File: config.mk
export PLATFORM = sky130hd
export DESIGN_NAME = aes_decipher_core_p
export DESIGN_NICKNAME = d
export VERILOG_FILES = /design/src/rtl/aes_decipher_core_p.sv
export SDC_FILE = /design/constraint.sdc
export NUM_CORES = 2
export LEC_CHECK = 0
export CELL_PAD_IN_SITES_DETAIL_PLACEMENT = 1
export CELL_PAD_IN_SITES_GLOBAL_PLACEMENT = 1
export CORE_ASPECT_RATIO = 0.75
export CORE_MARGIN = 8
export CORE_UTILIZATION = 39
export DETAILED_ROUTE_END_ITERATION = 8
export MAX_ROUTING_LAYER = met4
export PLACE_DENSITY = 0.82
export SLEW_MARGIN = 20
export SYNTH_ARGS = -nofsm -noshare
export SYNTH_HDL_FRONTEND = slang
export SYNTH_SLANG_ARGS = --single-unit
export TNS_END_PERCENT = 100
File: constraint.sdc
create_clock -name clk -period 24.1 [get_ports clk]
set_input_delay 6.025 -clock clk [delete_from_list [all_inputs] [get_ports clk]]
set_output_delay 6.025 -clock clk [all_outputs]
set_load 0.01 [all_outputs]
File: src/rtl/aes_decipher_core_p.sv
// AES inverse-cipher round engine. One 128-bit block per transaction, 128/192/256-bit keys,
// round keys fetched from an external key memory addressed by round_number. NUM_SBOX inverse
// S-box words are evaluated per cycle, trading area for throughput.
module aes_decipher_core_p #(
    parameter int unsigned NUM_SBOX = 1
) (
    input  logic         clk,
    input  logic         reset,
    input  logic         in_valid,
    output logic         in_ready,
    input  logic [1:0]   keylen,
    input  logic [127:0] block,
    output logic [3:0]   round_number,
    input  logic [127:0] round_key,
    output logic         out_valid,
    input  logic         out_ready,
    output logic [127:0] new_block,
    output logic         busy
);

    generate
        if (NUM_SBOX != 1 && NUM_SBOX != 2 && NUM_SBOX != 4) begin : g_bad_num_sbox
            $fatal(1, "aes_decipher_core_p: NUM_SBOX must be 1, 2 or 4");
        end
    endgenerate

    localparam int unsigned SPASS      = 4 / NUM_SBOX;
    localparam logic [1:0]  LAST_GROUP = 2'(SPASS - 1);

    typedef enum logic [2:0] {StIdle, StInit, StSbox, StMain, StDone} state_t;

    state_t         state_q;
    logic [3:0]     round_ctr_q;
    logic [1:0]     sword_ctr_q;
    logic [127:0]   st_q;

    // GF(2^8) multiply, reduction polynomial 0x11b.
    function automatic logic [7:0] gf_mul(input logic [7:0] a, input logic [7:0] b);
        logic [7:0] p;
        logic [7:0] x;
        p = 8'h00;
        x = a;
        for (int i = 0; i < 8; i++) begin
            if (b[i]) p = p ^ x;
            x = {x[6:0], 1'b0} ^ (x[7] ? 8'h1b : 8'h00);
        end
        return p;
    endfunction

    // Multiplicative inverse as x^254 (0 maps to 0).
    function automatic logic [7:0] gf_inv(input logic [7:0] x);
        logic [7:0] sq;
        logic [7:0] acc;
        sq  = x;
        acc = 8'h01;
        for (int i = 1; i < 8; i++) begin
            sq  = gf_mul(sq, sq);
            acc = gf_mul(acc, sq);
        end
        return acc;
    endfunction

    // Inverse S-box: undo the affine map, then invert in GF(2^8).
    function automatic logic [7:0] inv_sbox(input logic [7:0] s);
        logic [7:0] b;
        b = {s[6:0], s[7]} ^ {s[4:0], s[7:5]} ^ {s[1:0], s[7:2]} ^ 8'h05;
        return gf_inv(b);
    endfunction

    function automatic logic [31:0] inv_sub_word(input logic [31:0] w);
        return {inv_sbox(w[31:24]), inv_sbox(w[23:16]), inv_sbox(w[15:8]), inv_sbox(w[7:0])};
    endfunction

    // Row r of the state rotates right by r columns.
    function automatic logic [127:0] inv_shift_rows(input logic [127:0] s);
        logic [127:0] r;
        r = '0;
        for (int c = 0; c < 4; c++) begin
            for (int rr = 0; rr < 4; rr++) begin
                r[127 - 32*c - 8*rr -: 8] = s[127 - 32*((c - rr + 4) % 4) - 8*rr -: 8];
            end
        end
        return r;
    endfunction

    function automatic logic [31:0] inv_mix_col(input logic [31:0] w);
        logic [7:0] a0, a1, a2, a3;
        a0 = w[31:24];
        a1 = w[23:16];
        a2 = w[15:8];
        a3 = w[7:0];
        return {gf_mul(a0, 8'h0e) ^ gf_mul(a1, 8'h0b) ^ gf_mul(a2, 8'h0d) ^ gf_mul(a3, 8'h09),
                gf_mul(a0, 8'h09) ^ gf_mul(a1, 8'h0e) ^ gf_mul(a2, 8'h0b) ^ gf_mul(a3, 8'h0d),
                gf_mul(a0, 8'h0d) ^ gf_mul(a1, 8'h09) ^ gf_mul(a2, 8'h0e) ^ gf_mul(a3, 8'h0b),
                gf_mul(a0, 8'h0b) ^ gf_mul(a1, 8'h0d) ^ gf_mul(a2, 8'h09) ^ gf_mul(a3, 8'h0e)};
    endfunction

    function automatic logic [127:0] inv_mix_columns(input logic [127:0] s);
        return {inv_mix_col(s[127:96]), inv_mix_col(s[95:64]),
                inv_mix_col(s[63:32]), inv_mix_col(s[31:0])};
    endfunction

    function automatic logic [3:0] num_rounds(input logic [1:0] kl);
        case (kl)
            2'b01:   return 4'd12;
            2'b10:   return 4'd14;
            default: return 4'd10;
        endcase
    endfunction

    logic [127:0] st_xk;
    logic [31:0]  words     [4];
    logic [31:0]  sub_words [4];
    logic [1:0]   grp_idx;
    logic [127:0] st_sbox;

    assign st_xk = st_q ^ round_key;

    // Split the state into column words for the S-box group mux.
    always_comb begin
        for (int c = 0; c < 4; c++) begin
            words[c] = st_q[127 - 32*c -: 32];
        end
    end

    // Only the NUM_SBOX words of the current group pass through the inverse S-boxes.
    always_comb begin
        sub_words = words;
        grp_idx   = '0;
        for (int g = 0; g < int'(NUM_SBOX); g++) begin
            grp_idx            = 2'(int'(sword_ctr_q) * int'(NUM_SBOX) + g);
            sub_words[grp_idx] = inv_sub_word(words[grp_idx]);
        end
    end

    assign st_sbox      = {sub_words[0], sub_words[1], sub_words[2], sub_words[3]};
    assign new_block    = st_q;
    assign round_number = round_ctr_q;

    // Round sequencing FSM with registered handshake/status outputs.
    always_ff @(posedge clk) begin
        if (reset) begin
            state_q     <= StIdle;
            round_ctr_q <= 4'd0;
            sword_ctr_q <= 2'd0;
            st_q        <= '0;
            in_ready    <= 1'b1;
            out_valid   <= 1'b0;
            busy        <= 1'b0;
        end else begin
            case (state_q)
                StIdle: begin
                    if (in_valid) begin
                        st_q        <= block;
                        round_ctr_q <= num_rounds(keylen);
                        in_ready    <= 1'b0;
                        busy        <= 1'b1;
                        state_q     <= StInit;
                    end
                end
                StInit: begin
                    st_q        <= inv_shift_rows(st_xk);
                    round_ctr_q <= round_ctr_q - 4'd1;
                    sword_ctr_q <= 2'd0;
                    state_q     <= StSbox;
                end
                StSbox: begin
                    st_q <= st_sbox;
                    if (sword_ctr_q == LAST_GROUP) begin
                        sword_ctr_q <= 2'd0;
                        state_q     <= StMain;
                    end else begin
                        sword_ctr_q <= sword_ctr_q + 2'd1;
                    end
                end
                StMain: begin
                    if (round_ctr_q != 4'd0) begin
                        st_q        <= inv_shift_rows(inv_mix_columns(st_xk));
                        round_ctr_q <= round_ctr_q - 4'd1;
                        state_q     <= StSbox;
                    end else begin
                        st_q      <= st_xk;
                        out_valid <= 1'b1;
                        state_q   <= StDone;
                    end
                end
                StDone: begin
                    if (out_ready) begin
                        out_valid <= 1'b0;
                        in_ready  <= 1'b1;
                        busy      <= 1'b0;
                        state_q   <= StIdle;
                    end
                end
                default: begin
                    state_q <= StIdle;
                end
            endcase
        end
    end

endmodule

==> impl_metrics.ini <==
[timing]
min_period_ps = 22450
hold_viol = 0
rsz0062_at_grt = no
tns_ps = 0
maxSlewHeadroom_pct = 17.4
final-setup-viol-count = 0
drv_slew = 0
worst_pin_slew_ps = 1230
fmax_ghz = 0.0445
finalClockSkew_ps = 31.8
fin_crit_sh_pct = 93.2

[critical_path]
crit_buf_inv = 6
cp_common_cell = xnor2_1
critPathLaunchType = flip-flop
crit_path_end_kind = flip-flop
cpPeakStageDelay_ps = 1030
path_class = reg2reg
crit_family = XOR/XNOR gates
path_max_fanout = 27
critPathRequiredTime_ps = 24460
arrival_ps = 22820
worst_path_max_delay_cell = xnor3_1

[synth]
syn_nets = 10971
synthTopCellsByCount = xnor2_1, nor2_1, nand2_1
ys_seq_area_share_pct = 3.63
synth_enable_flop_cells = 0
syn_area_um2 = 77300
synth.most_common_cell = xnor2_1
synthesis.instances = 10675
avgSynthCellArea_um2 = 7.24
synth_top_area_cell = xnor2_1
synthDistinctLibCells = 121
yosys_warnings = 0
yosysTopAreaCellShare_pct = 28.8
synth.area.top_cells = xnor2_1, xor2_1, nor2_1
synth_flop_cell = dfxtp_1
synthArstFlopShare_pct = 0
synth_seq_cells = 140

[clock_network]
cts_resized = 0
clockBufferDepth = 2
cts-root-buf = clkbuf_16
cts.sinks = 140
cts_tree = done
clock_latency_ps = 530
cts_buffers = 17
path_clk_slew_ps = 70
cts_setup_buffers = 0
ctsHoldBuffers = 0
cts_max_level = 4

[layout]
layout.nets = 11084
syn_to_final_growth_pct = 11.1
layout-drive-gt1-share_pct = 8.53

[grt]
antenna_found_initial = 63
grt_use_total_pct = 33.9
grt_pass1_wl_um = 550000
grt_overflow = 0
grt_max_degree = 69
grt_pass1_vias = 82892

[routing]
drt-total-wl_um = 372000
drc = 0
vias = 83779
wl_per_cell_um = 27.5
ant_nets = 0
drt_iter0_markers = 9265
vias_per_cell = 6.20
first_pass_iters = 6

[place]
hpwl_um = 290000
portBuffers = 396
gp_congestion = 1.06

[run_status]
status = complete, no violations

[die]
initial_core_util_pct = 39.3
core_um2 = 197000
die_y_um = 402
num_io_pins = 397
die_area_um2 = 213000
fp-row-count = 141
chipWidth_um = 530

[hold_path]
holdCritPathClass = reg2reg

[run]
cap_violations = 0
[cell type report]
class | instances | area [µm²]
fillers | 24737 | 111000
multi-input cells | 9722 | 71600
repair buffers | 794 | 6950
well taps | 2645 | 3310
flip-flops and latches | 140 | 2810
clock buffers | 18 | 439
inverters | 113 | 424
diodes | 71 | 178
clock inverters | 14 | 135
[final timing paths]
| kind | cells after the start | from | endpoint | slack [ps] |
|---|---|---|---|---|
| max | 66 | sword_ctr_q[0] | new_block[103] | 1650 |
| min | 2 | new_block[98] | new_block[98] | 520 |
| max reg2reg | 66 | sword_ctr_q[0] | new_block[103] | 1650 |
| min reg2reg | 2 | new_block[98] | new_block[98] | 520 |
[per-stage QoR]
| stage | setup WS [ps] | instances | util [%] | hold slack, ps | instance area, µm² |
|---|---|---|---|---|---|
| floorplan | 6780 | 10675 | - | 503 | 77300 |
| global placement | 2280 | 13414 | 43.2 | 500 | 85100 |
| detailed placement | 1560 | 13414 | 43.2 | 504 | 85100 |
| CTS | 1420 | 13446 | 43.5 | 515 | 85700 |
| global route | 157 | 13505 | 43.6 | 547 | 85900 |
| finish | 1650 | 13517 | 43.6 | 516 | 85900 |
[placed cells by master (no fill, tap or decap), types with 67 or more instances in the layout]
cell type        instances
a211oi_1                97
a21oi_1                602
a31oi_1                 83
buf_4                  399
clkdlybuf4s50_1        395
dfxtp_1                138
diode_2                 71
inv_1                   85
mux2i_1                226
nand2_1                990
nand2b_1                67
nand3_1                230
nor2_1                1333
nor2b_1                 76
nor3_1                 314
nor4_1                  80
o211ai_1                79
o21ai_0                559
o221ai_1               123
o22ai_1                147
xnor2_1               2488
xnor2_2                164
xnor3_1                195
xor2_1                 593
[worst register-to-register path: cells and delay by family, from the launching register on]
family	cells	cell delay [ps]
simple gates	13	2280
compound gates	16	4980
buf+inv	6	2340
xor+xnor	19	7110
fa+ha+maj	4	2510
mux	8	2470
flops	1	620
[metal layers]
metal | routed length, µm | vias up | GRT usage (%)
met5 | 0 | - | -
met4 | 23700 | 0 | 17.8
met3 | 30200 | 881 | 5.03
met2 | 162000 | 3712 | 50.9
met1 | 156000 | 41928 | 44.1
li1 | - | 37258 | -
[flip-flops by register name (all words and copies together) (netlist names)]
signal / flops
out_valid: 1
new_block: 128
sword_ctr_q: 2
busy: 1
state_q: 3
round_number: 4
in_ready: 1
[cell families (layout without fill, tap and decap cells)]
group	after synthesis	count (layout)	share of synthesized area [%]
adder cells (fa/ha/maj)	41	41	0.641
multiplexers	314	314	4.71
AND/OR/NAND/NOR	3472	3472	20.0
AO/OA/AOI/OAI	2316	2316	19.3
other	0	71	0
buffers and inverters	813	939	4.49
flip-flops	140	140	3.63
XOR/XNOR	3579	3579	47.2
Power is left out: the tool's default activity adds up to more than one toggle a clock period on the data nets, which glitch-free logic cannot reach.
